## src/rtl/wb_host_master.sv

```systemverilog
`default_nettype none
// ============================================================================
// Module   : wb_host_master
// Brief    : Wishbone B-4 classic initiator. Converts a valid/ready request
//            port into single non-pipelined Wishbone read/write cycles and
//            returns the result on a valid/ready response port. One
//            transaction is outstanding at a time.
// Options  : define WB_HM_TIMEOUT_EN to abort a bus cycle after TIMEOUT
//            cycles without ack/err (reported as an error response).
// Revision : 1.0 - initial release
// ============================================================================
module wb_host_master #(
  parameter int unsigned TIMEOUT = 255
) (
  input  logic        wb_clk_i,
  input  logic        wb_rst_ni,
  // request port
  input  logic        req_valid_i,
  output logic        req_ready_o,
  input  logic        req_we_i,
  input  logic [31:0] req_adr_i,
  input  logic [31:0] req_dat_i,
  input  logic [3:0]  req_sel_i,
  // response port
  output logic        rsp_valid_o,
  input  logic        rsp_ready_i,
  output logic [31:0] rsp_dat_o,
  output logic        rsp_err_o,
  // Wishbone initiator
  output logic        wb_cyc_o,
  output logic        wb_stb_o,
  output logic        wb_we_o,
  output logic [31:0] wb_adr_o,
  output logic [31:0] wb_dat_o,
  output logic [3:0]  wb_sel_o,
  input  logic [31:0] wb_dat_i,
  input  logic        wb_ack_i,
  input  logic        wb_err_i
);

  typedef enum logic [1:0] {
    ST_IDLE = 2'd0,
    ST_BUS  = 2'd1,
    ST_RESP = 2'd2
  } state_e;

  state_e      state_q;
  logic        cyc_q;
  logic        we_q;
  logic [31:0] adr_q;
  logic [31:0] dat_q;
  logic [3:0]  sel_q;
  logic        rsp_valid_q;
  logic        rsp_err_q;
  logic [31:0] rsp_dat_q;
  logic        tmo_hit;

`ifdef WB_HM_TIMEOUT_EN
  localparam logic [15:0] TMO_LAST = 16'(TIMEOUT - 1);

  logic [15:0] tmo_cnt_q;
  logic [15:0] tmo_cnt_d;

  // Count BUS cycles that pass without ack/err; held at zero outside BUS so
  // every new bus cycle starts counting from zero.
  always_comb begin
    tmo_cnt_d = tmo_cnt_q;
    if (state_q != ST_BUS) begin
      tmo_cnt_d = '0;
    end else if (!wb_ack_i && !wb_err_i) begin
      tmo_cnt_d = tmo_cnt_q + 16'd1;
    end
  end

  // Timeout counter register.
  always_ff @(posedge wb_clk_i or negedge wb_rst_ni) begin
    if (!wb_rst_ni) begin
      tmo_cnt_q <= '0;
    end else begin
      tmo_cnt_q <= tmo_cnt_d;
    end
  end

  // Last silent cycle: abort on this edge unless ack/err arrives with it.
  assign tmo_hit = (state_q == ST_BUS) && (tmo_cnt_q == TMO_LAST);
`else
  // Without the timeout option the bus waits indefinitely for the target.
  logic [15:0] unused_timeout;
  assign unused_timeout = 16'(TIMEOUT);
  assign tmo_hit        = 1'b0;
`endif

  // Transaction FSM with registered bus and response outputs.
  always_ff @(posedge wb_clk_i or negedge wb_rst_ni) begin
    if (!wb_rst_ni) begin
      state_q     <= ST_IDLE;
      cyc_q       <= 1'b0;
      we_q        <= 1'b0;
      adr_q       <= '0;
      dat_q       <= '0;
      sel_q       <= '0;
      rsp_valid_q <= 1'b0;
      rsp_err_q   <= 1'b0;
      rsp_dat_q   <= '0;
    end else begin
      case (state_q)
        ST_IDLE: begin
          if (req_valid_i) begin
            we_q    <= req_we_i;
            adr_q   <= req_adr_i;
            dat_q   <= req_dat_i;
            sel_q   <= req_sel_i;
            cyc_q   <= 1'b1;
            state_q <= ST_BUS;
          end
        end
        ST_BUS: begin
          // err outranks ack, and a real termination outranks the timeout
          if (wb_err_i) begin
            cyc_q       <= 1'b0;
            rsp_err_q   <= 1'b1;
            rsp_dat_q   <= '0;
            rsp_valid_q <= 1'b1;
            state_q     <= ST_RESP;
          end else if (wb_ack_i) begin
            cyc_q       <= 1'b0;
            rsp_err_q   <= 1'b0;
            rsp_dat_q   <= we_q ? 32'h0 : wb_dat_i;
            rsp_valid_q <= 1'b1;
            state_q     <= ST_RESP;
          end else if (tmo_hit) begin
            cyc_q       <= 1'b0;
            rsp_err_q   <= 1'b1;
            rsp_dat_q   <= '0;
            rsp_valid_q <= 1'b1;
            state_q     <= ST_RESP;
          end
        end
        ST_RESP: begin
          if (rsp_ready_i) begin
            rsp_valid_q <= 1'b0;
            state_q     <= ST_IDLE;
          end
        end
        default: begin
          cyc_q       <= 1'b0;
          rsp_valid_q <= 1'b0;
          state_q     <= ST_IDLE;
        end
      endcase
    end
  end

  assign req_ready_o = (state_q == ST_IDLE);
  assign rsp_valid_o = rsp_valid_q;
  assign rsp_dat_o   = rsp_dat_q;
  assign rsp_err_o   = rsp_err_q;
  assign wb_cyc_o    = cyc_q;
  assign wb_stb_o    = cyc_q;
  assign wb_we_o     = we_q;
  assign wb_adr_o    = adr_q;
  assign wb_dat_o    = dat_q;
  assign wb_sel_o    = sel_q;

endmodule
`default_nettype wire

```

## config.mk

```make
export PLATFORM = sky130hd
export DESIGN_NAME = wb_host_master
export DESIGN_NICKNAME = d
export VERILOG_FILES = /design/src/rtl/wb_host_master.sv
export SDC_FILE = /design/constraint.sdc
export NUM_CORES = 1
export LEC_CHECK = 0
export BUFFER_PORTS_ARGS = -buffer_cell sky130_fd_sc_hd__buf_2
export CORE_MARGIN = 4
export CORE_UTILIZATION = 41
export CTS_CLUSTER_DIAMETER = 50
export DETAILED_ROUTE_END_ITERATION = 8
export PLACE_DENSITY = 0.77
export SLEW_MARGIN = 20
export SYNTH_ARGS = -nofsm -noshare
export SYNTH_HDL_FRONTEND = slang
export SYNTH_SLANG_ARGS = --single-unit
```

## constraint.sdc

```tcl
create_clock -name wb_clk_i -period 1.4 [get_ports wb_clk_i]
set_input_delay 0.21 -clock wb_clk_i [delete_from_list [all_inputs] [get_ports wb_clk_i]]
set_output_delay 0.21 -clock wb_clk_i [all_outputs]
set_load 0.005 [all_outputs]
```

# Yosys cells after proc, flatten, opt, wreduce, memory -nomap -nowiden
# Index checks and enable logic that the tools add are counted.
# W data, S select, Z words.
[op_classes] bitwise_logic=2 n_mux=17 n_eq_ne=5 reduce_logical=7
[op_table] cell="$mux W32" n=3
[op_table] cell="$reduce_and A3 Y1" n=3
[op_table] cell="$mux W2" n=4
[op_table] cell="$mux W1" n=7
[op_table] cell="$pmux W1 S3" n=2
[op_table] cell="$pmux W2 S3" n=1
[op_table] cell="$ne A2 B2 Y1 const B" n=2
[op_table] cell="$reduce_and A2 Y1" n=2
[op_table] cell="$ne A3 B3 Y1 const B" n=1
[op_table] cell="$eq A2 B1 Y1 const B" n=1
[op_table] cell="$eq A2 B2 Y1 const B" n=1
[op_table] cell="$logic_not A2 Y1" n=1
[op_table] cell="$not A1 Y1" n=2
[op_table] cell="$reduce_bool A2 Y1" n=1
[totals] word_cells=40 inputBits=107 regBits=106 output_inout_bits=106

# Logic depth before layout (Yosys ltp)
# Gate-level depths: netlist (run 1).
[depth] depth_word=3 mapped_depth=6 depth_no_buf=3

# Least setup slack after synthesis (run 1)
# OpenSTA, ideal clock, no wires.
[synth_path] path_type="register to register" start="reg state_q[0]" end="reg adr_q[10] (netlist: wb_adr_o[10])" required_time_ns=1.275 setup_time_ns=0.125 period_less_slack_ns=1.507 stages_incl_launch_ff=7 path_buffers=3 t_arrival_ns=1.381 setup_slack_ns=-0.107 cell_sequence="dfrtp_1 nor2_2 and2_4 buf_6 buf_6 buf_6 mux2_4"
[synth_via] elab_chain_len=2
[synth_rtl] element="start: declaration" line_no="47" text="state_e state_q;"
[synth_rtl] element="start signal: assignment" line_no="96" text="state_q <= ST_IDLE;"
[synth_rtl] element="start signal: assignment" line_no="114" text="state_q <= ST_BUS;"
[synth_rtl] element="start signal: assignment" line_no="124" text="state_q <= ST_RESP;"
[synth_rtl] element="$logic_not A2 Y1"
[synth_rtl] element="net req_ready_o" line_no="19" text="output logic req_ready_o,"
[synth_rtl] element="$reduce_and A2 Y1 (no line)"
[synth_rtl] element="end signal: assignment" line_no="110" text="adr_q <= req_adr_i;"
[synth_rtl] element="end: declaration" line_no="50" text="logic [31:0] adr_q;"
# The timed path passes the listed nets, and every way through them passes these cells.
# A chain may end at the register's enable or synchronous reset.

# Final worst setup path (run 1)
[layout_path] start="reg state_q[0]" end="reg dat_q[31] (netlist: wb_dat_o[31])"
[layout_via] elab_chain_len=2
[layout_rtl] element="$logic_not A2 Y1" line_no="106" text="case (state_q)"
[layout_rtl] element="$reduce_and A2 Y1 (no line)"
[layout_rtl] element="end signal: assignment" line_no="111" text="dat_q <= req_dat_i;"
[layout_rtl] element="end: declaration" line_no="51" text="logic [31:0] dat_q;"
# No other way between the ends.

==> results of run 1 <==
==> routing by layer <==
layer / global-route usage, % / vias to the layer above
met2: 29.7 / 137
met5: 0 / -
met4: 4.10 / 0
met3: 4.99 / 8
li1: - / 1451
met1: 19.9 / 1520
==> placed cells by master, fill, tap and decap left out, drive strengths merged <==
cell type	instances
a21o	2
a21oi	1
a22o	1
and2	1
buf	231
bufinv	2
clkbuf	11
clkinv	2
clkinvlp	1
dfrtp	106
dlygate4sd3	1
inv	35
mux2	69
mux2i	33
nand2	33
nand3	1
nor2	5
nor2b	2
o21ai	2
==> final cells by class <==
cell class	count	area [sq um]	share of cell area, %
Sequential cell	106	2650	44.3
Timing Repair Buffer	234	1430	23.9
Clock buffer	9	124	2.07
Clock inverter	7	98.8	1.65
Tap cell	133	166	2.78
Multi-Input combinational cell	150	1390	23.2
Inverter	33	124	2.07
==> sequential cells by signal, summed over array words and instances (netlist names) <==
register and cells:
wb_adr_o 32, rsp_err_o 1, wb_cyc_o 1, wb_dat_o 32, wb_sel_o 4, state_q 2
wb_we_o 1, rsp_dat_o 32, rsp_valid_o 1
==> kinds of logic (layout without fill, tap and decap cells) <==
family,count (synthesis),count (layout),share of synthesized area [%]
compound gates,6,6,0.915
buf+inv,49,283,5.46
mux,102,102,27.0
simple gates,42,42,4.04
flops,106,106,62.6
==> repair_timing <==
item	CTS	global route
pin swaps	1	0
setup endpoints to repair	93	99
gates resized for setup	8	5
hold buffers	1	0
setup buffers	4	2
endpoints found under the hold margin	22	0
cloned	3	2
==> through the flow <==
stage,instances,TNS [ns],utilization (%),setup WS (ns)
after floorplan,305,-3.28,-,-0.0856
after global placement,644,-0.435,55.8,-0.0227
after detailed placement,644,-2.35,55.8,-0.0734
after CTS,668,-0.431,59.6,-0.0251
after global routing,672,-4.00,60.4,-0.0756
final,672,-0.253,60.4,-0.0223
==> where the power goes <==
part / internal (mW) / total [mW] / switching [mW]
combinational: 3.07 / 5.14 / 2.07
sequential: 4.42 / 5.15 / 0.731
clock: 1.02 / 2.06 / 1.04
total: 8.51 / 12.4 / 3.84
==> worst min path at each step <==
stage | slack, ns | cells past startpoint | start | end
after floorplan | -0.09 | 0 | wb_rst_ni | rsp_dat_o[0]
after global placement | 0.13 | 1 | wb_rst_ni | wb_sel_o[2]
after detailed placement | 0.13 | 1 | wb_rst_ni | wb_dat_o[4]
after CTS | 0.05 | 3 | wb_dat_i[15] | rsp_dat_o[15]
after global routing | 0.04 | 2 | req_adr_i[1] | wb_adr_o[1]
final | 0.07 | 2 | req_dat_i[17] | wb_dat_o[17]
==> results by group, run 1 <==
Status
  • Status: finished with violations
  • Failing checks: negative setup slack

Pwr
  • Lkg Pwr: just over 3 nW
  • Total power: approximately 12 mW
  • Peak supply drop: approximately 0.78 mV
  • Power per Cell Area: ~2100 mW/mm^2

STA
  • Worst-Margin Slew: 0.332 ns
  • Rel. slew slack: between 70% and 80%
  • Period utilisation layout: 102%
  • Fin. Hold Viols: 0
  • Setup repair after global routing missed its margin: true
  • Worst Setup Slack, final: -0.0223 ns
  • Worst hold slack: between 0.06 and 0.07 ns
  • Worst clock skew: between 0.01 and 0.015 ns
  • Final setup vio count: 28
  • Tmin final: 1.42 ns
  • FMAX: roughly 700 MHz
  • Max Slew Vio Count: 0

Yosys
  • Yosys reg bits: between 100 and 150
  • Mapped Area: about 0.0042 sq mm
  • Seq/Total Area, Yosys: a little over three fifths
  • Main synth FF type: dfrtp_1
  • Post-synth EDFFs: 0
  • Synth Net Count: slightly above 400
  • Synth top area cells: dfrtp_1, mux2_2, mux2i_1
  • Area leader, netlist: dfrtp_1
  • Synth unique cells: 19
  • Async S/R FF share, synth: 100%
  • Syn Area/Cell: about 14 sq um
  • Share of the synthesized area in the top cell type: 62.6%
  • Top-count cell post-synth: dfrtp_1
  • Ys Warns: 0
  • Post-synth top cells: dfrtp_1, mux2_2, inv_1, mux2i_1, nand2_1
  • Post-Syn Instances: just over 300

Clock tree
  • CTS tree: done
  • Clock Tree Buf Depth: 2
  • Worst-path clk slew: between 0.1 and 0.15 ns
  • Clk_lat worst skew: 0.36 ns
  • Root Driver: clkbuf_8
  • Clk sink count: between 100 and 150
  • Total CTS buffers: 9
  • CTS H-tree lvls: 3

Layout
  • N_diodes: 0
  • Ratio of cells with drive above 1 in the final layout: roughly three fifths
  • Nets: 641
  • Fill cells: 812
  • Area delta synth->final: 41.1%
  • Design area: 0.00598 sq mm

Worst setup path
  • Kind of cell adding the most delay to the critical path: flip-flops
  • R2r setup slk: -0.02 ns
  • Req. time, crit path: about 1.6 ns
  • Worst path slowest cell: dfrtp_1
  • Capture point of the worst path: wb_dat_o[31]
  • Reg-to-Reg End: wb_dat_o[31]
  • Critical Path Stages: 4
  • Crit path launch: state_q[0]
  • CP Cell Sequence: nor2_2 > and2_4 > buf_12 > mux2_2
  • Worst path buffer plus inverter count: 1
  • Max stage delay on crit path: about 0.42 ns
  • Crit. End Element: register
  • Critical path arrival: 1.67 ns
  • Crit path max fanout: 22
  • Worst R2R Start: state_q[0]
  • Kind of critical path: register to register
  • Reg2reg path depth: 4
  • Critical Path Source Type: register

Placed design
  • HPWL Detailed: between 7 and 8 mm
  • Port bufs: roughly 210
  • Placed inst area: between 0.005 and 0.006 sq mm
  • Final Wtd Congestion: between 0.7 and 0.8

Drt
  • DR pass1 iterations: 4
  • DR top layer: met4
  • Final wirelength: 10.8 mm
  • Remaining antenna violation count: 0
  • Metal-1 WL: ~4.1 mm
  • 1st-iter DRT viols: 100
  • Vias per inst: between 4 and 5
  • Routed length on met3: around 950 um
  • DRC viols: 0
  • Via count: 3116
  • Post-DR wirelength/cell: about 16 um
  • Length of routed met2 wiring: 5.63 mm

Floorplan
  • Site Rows: 36
  • Die X: between 100 and 150 um
  • Die Y: around 110 um
  • Die ar.: 0.0120 sq mm
  • Starting Density: about 43%
  • Top-level I/O count: ~210
  • CORE AREA: approximately 0.0099 sq mm

GRT
  • Total track usage: roughly 17%
  • Largest net degree at the start of global routing: 45
  • Number of global-route vias before repair: about 3100
  • First-pass GRT wire length: between 15 and 20 mm
  • Initial antenna violation count: 0
  • Total gr overflow: 0

Min path
  • Hold Crit Class: primary input to register

Run
  • Number of max-cap violations: 0
(Power assumes the default switching activity.)
==> run 2: changes to the inputs <==
Settings changed: CORE_UTILIZATION 41 to 49, PLACE_DENSITY 0.77 to 0.86.
Clock period 1.4 ns to 1.8 ns, I/O delays scaled along.
==> run 2 against run 1 <==
- the run now ends clean
- hold slack gained 0.058 ns
- via count down 0.67%
- clock power shrank 32%
- worst setup slack improved by 0.21 ns
- power down 28%
- utilization up 8.0 points
- critical path type unchanged
- critical endpoint is now wb_dat_o[6]
==> results by group, run 2 (synthesis gave the netlist of run 1 again) <==
Layout
  • N_diodes: 0 (unchanged)
  • Fill cells: 635 (was 812)
  • Register area: 0.00265 sq mm (unchanged)
  • Commonest non-fill, non-tap cells in the layout: buf_2, dfrtp_1, mux2_2 (unchanged)
  • Multi-input gate area: 0.00137 sq mm (was 0.00139 sq mm)
  • Layout Cells excl Fill: 634 (was 672)
  • Ratio of cells with drive above 1 in the final layout: 59.0% (was 59.9%)
  • Area delta synth->final: 33.8% (was 41.1%)
  • Post-Route Utilization: 68.3% (was 60.4%)
  • Commonest non-fill, non-tap cell in the layout: buf_2 (unchanged)
  • Nets: 631 (was 641)

Clock tree
  • CTS H-tree lvls: 3 (unchanged)
  • Total CTS buffers: 9 (unchanged)
  • Clk sink count: 106 (unchanged)
  • Setup Buffers After CTS: 0 (was 4)
  • Clock Tree Buf Depth: 2 (unchanged)
  • Clk_lat worst skew: 0.36 ns (about the same)
  • CTS tree: done (unchanged)
  • Root Driver: clkbuf_8 (unchanged)
  • Worst-path clk slew: 0.12 ns (was 0.11 ns)

Placed design
  • Placed insts: 617 (was 644)
  • HPWL Detailed: 8.04 mm (was 7.70 mm)
  • Final Wtd Congestion: 0.767 (was 0.756)
  • Port bufs: 212 (unchanged)

Floorplan
  • CORE AREA: 0.00830 sq mm (was 0.00991 sq mm)
  • Die X: 101 um (was 110 um)
  • Die Y: 101 um (was 110 um)
  • Starting Density: 51.1% (was 42.8%)
  • Die ar.: 0.0102 sq mm (was 0.0120 sq mm)
  • Top-level I/O count: 213 (unchanged)
  • Site Rows: 33 (was 36)

Run
  • Number of max-cap violations: 0 (unchanged)

GRT
  • Total track usage: 20.3% (was 16.7%)
  • Number of global-route vias before repair: 3355 (was 3138)
  • First-pass GRT wire length: 16.2 mm (was 15.5 mm)
  • Largest net degree at the start of global routing: 54 (was 45)
  • Initial antenna violation count: 0 (unchanged)
  • Total gr overflow: 0 (unchanged)

Worst setup path
  • Crit. End Element: register (unchanged)
  • Kind of critical path: register to register (unchanged)
  • Critical path arrival: 1.85 ns (was 1.67 ns)
  • Req. time, crit path: 2.04 ns (was 1.64 ns)
  • Reg2reg path depth: 4 (unchanged)
  • Crit path max fanout: 23 (was 22)
  • Critical Path Source Type: register (unchanged)

Drt
  • Vias per inst: 4.88 (was 4.64)
  • Via count: 3095 (was 3116)
  • Remaining antenna violation count: 0 (unchanged)
  • Final wirelength: 10.2 mm (was 10.8 mm)
  • 1st-iter DRT viols: 80 (was 100)
  • DR pass1 iterations: 4 (unchanged)
  • Post-DR wirelength/cell: 16.0 um (about the same)
  • DRC viols: 0 (unchanged)

STA
  • Max Slew Vio Count: 0 (unchanged)
  • FMAX: 620 MHz (was 703 MHz)
  • Fin. Hold Viols: 0 (unchanged)
  • Period utilisation layout: 89.6% (was 102%)
  • Setup repair after global routing missed its margin: false (was true)
  • Tmin final: 1.61 ns (was 1.42 ns)
  • Rel. slew slack: 77.8% (about the same)
  • Final setup vio count: 0 (was 28)
  • Worst-Margin Slew: 0.332 ns (about the same)
  • Setup_tns: 0 ns (was -0.253 ns)
  • Worst clock skew: 0.0171 ns (was 0.0117 ns)

Min path
  • Worst hold stages: 3 (was 2)
  • Hold Crit Class: primary input to register (unchanged)

Pwr
  • Lkg Pwr: 2.90 nW (was 3.03 nW)
  • Peak supply drop: 0.797 mV (was 0.781 mV)
  • Power per Cell Area: 1580 mW/mm^2 (was 2060 mW/mm^2)

Status
  • Status: completed (was finished with violations)
run 2: cell count changes in the layout (fill, tap and decap cells not counted), sizes merged:
cell	before	now
inv	35	37
clkinvlp	1	0
bufinv	2	0
clkbuf	11	10
buf	231	223
run 2: path summary, 6_finish.rpt:
kind	from	endpoint	slack, ns
hold reg to reg	rsp_valid_o	rsp_valid_o	0.50
setup / recovery	state_q[0]	wb_dat_o[6]	0.19
setup reg to reg	state_q[0]	wb_dat_o[6]	0.19
hold / removal	wb_dat_i[9]	rsp_dat_o[9]	0.13
max in group asynchronous	wb_rst_ni	wb_sel_o[1]	0.84
min in group asynchronous	wb_rst_ni	rsp_dat_o[26]	0.33
run 2: metrics by stage:
stage                     setup WS [ns]  hold WS (ns)  area (sq um)  total power [mW]
after floorplan                   0.293       -0.0256          4240              5.92
after global placement            0.274         0.180          5470              7.42
after detailed placement          0.220         0.183          5470              7.65
after CTS                         0.188         0.108          5670              9.07
after global routing             0.0996         0.100          5670              9.56
final                             0.187         0.125          5670              8.94
run 2: power by group:
part | total (mW) | switching, mW | internal [mW] | leakage (nW)
Sequential | 4.00 | 0.568 | 3.43 | 1.30
Clock | 1.41 | 0.840 | 0.572 | 0.0998
Combinational | 3.52 | 1.49 | 2.04 | 1.50
run 2: worst max-delay path, stage by stage, from the launching register on:
cell	delay (ns)
dfrtp_1	0.46
nor2_2	0.15
and2_4	0.29
buf_12	0.22
mux2_2	0.36
run 2: timing repair:
item / CTS / global route
hold buffers: 1 / 0
endpoints found under the hold margin: 20 / 0
resized for setup: 0 / 0
run 2: layer usage:
| layer | share of wire [%] | track usage, % | vias to the layer above |
|---|---|---|---|
| met2 | 53 | 37.2 | 140 |
| li1 | - | - | 1433 |
| met5 | 0 | 0 | - |
| met1 | 36 | 21.7 | 1509 |
| met4 | 1.2 | 6.34 | 0 |
| met3 | 9.9 | 7.54 | 13 |
run 2: final cells by class:
type,count,area share (%)
clock buffers,10,2.43
clock inverters,6,0.971
inverters,33,2.18
multi-input cells,150,24.1
flip-flops and latches,106,46.8
well taps,105,2.32
repair buffers,224,21.3
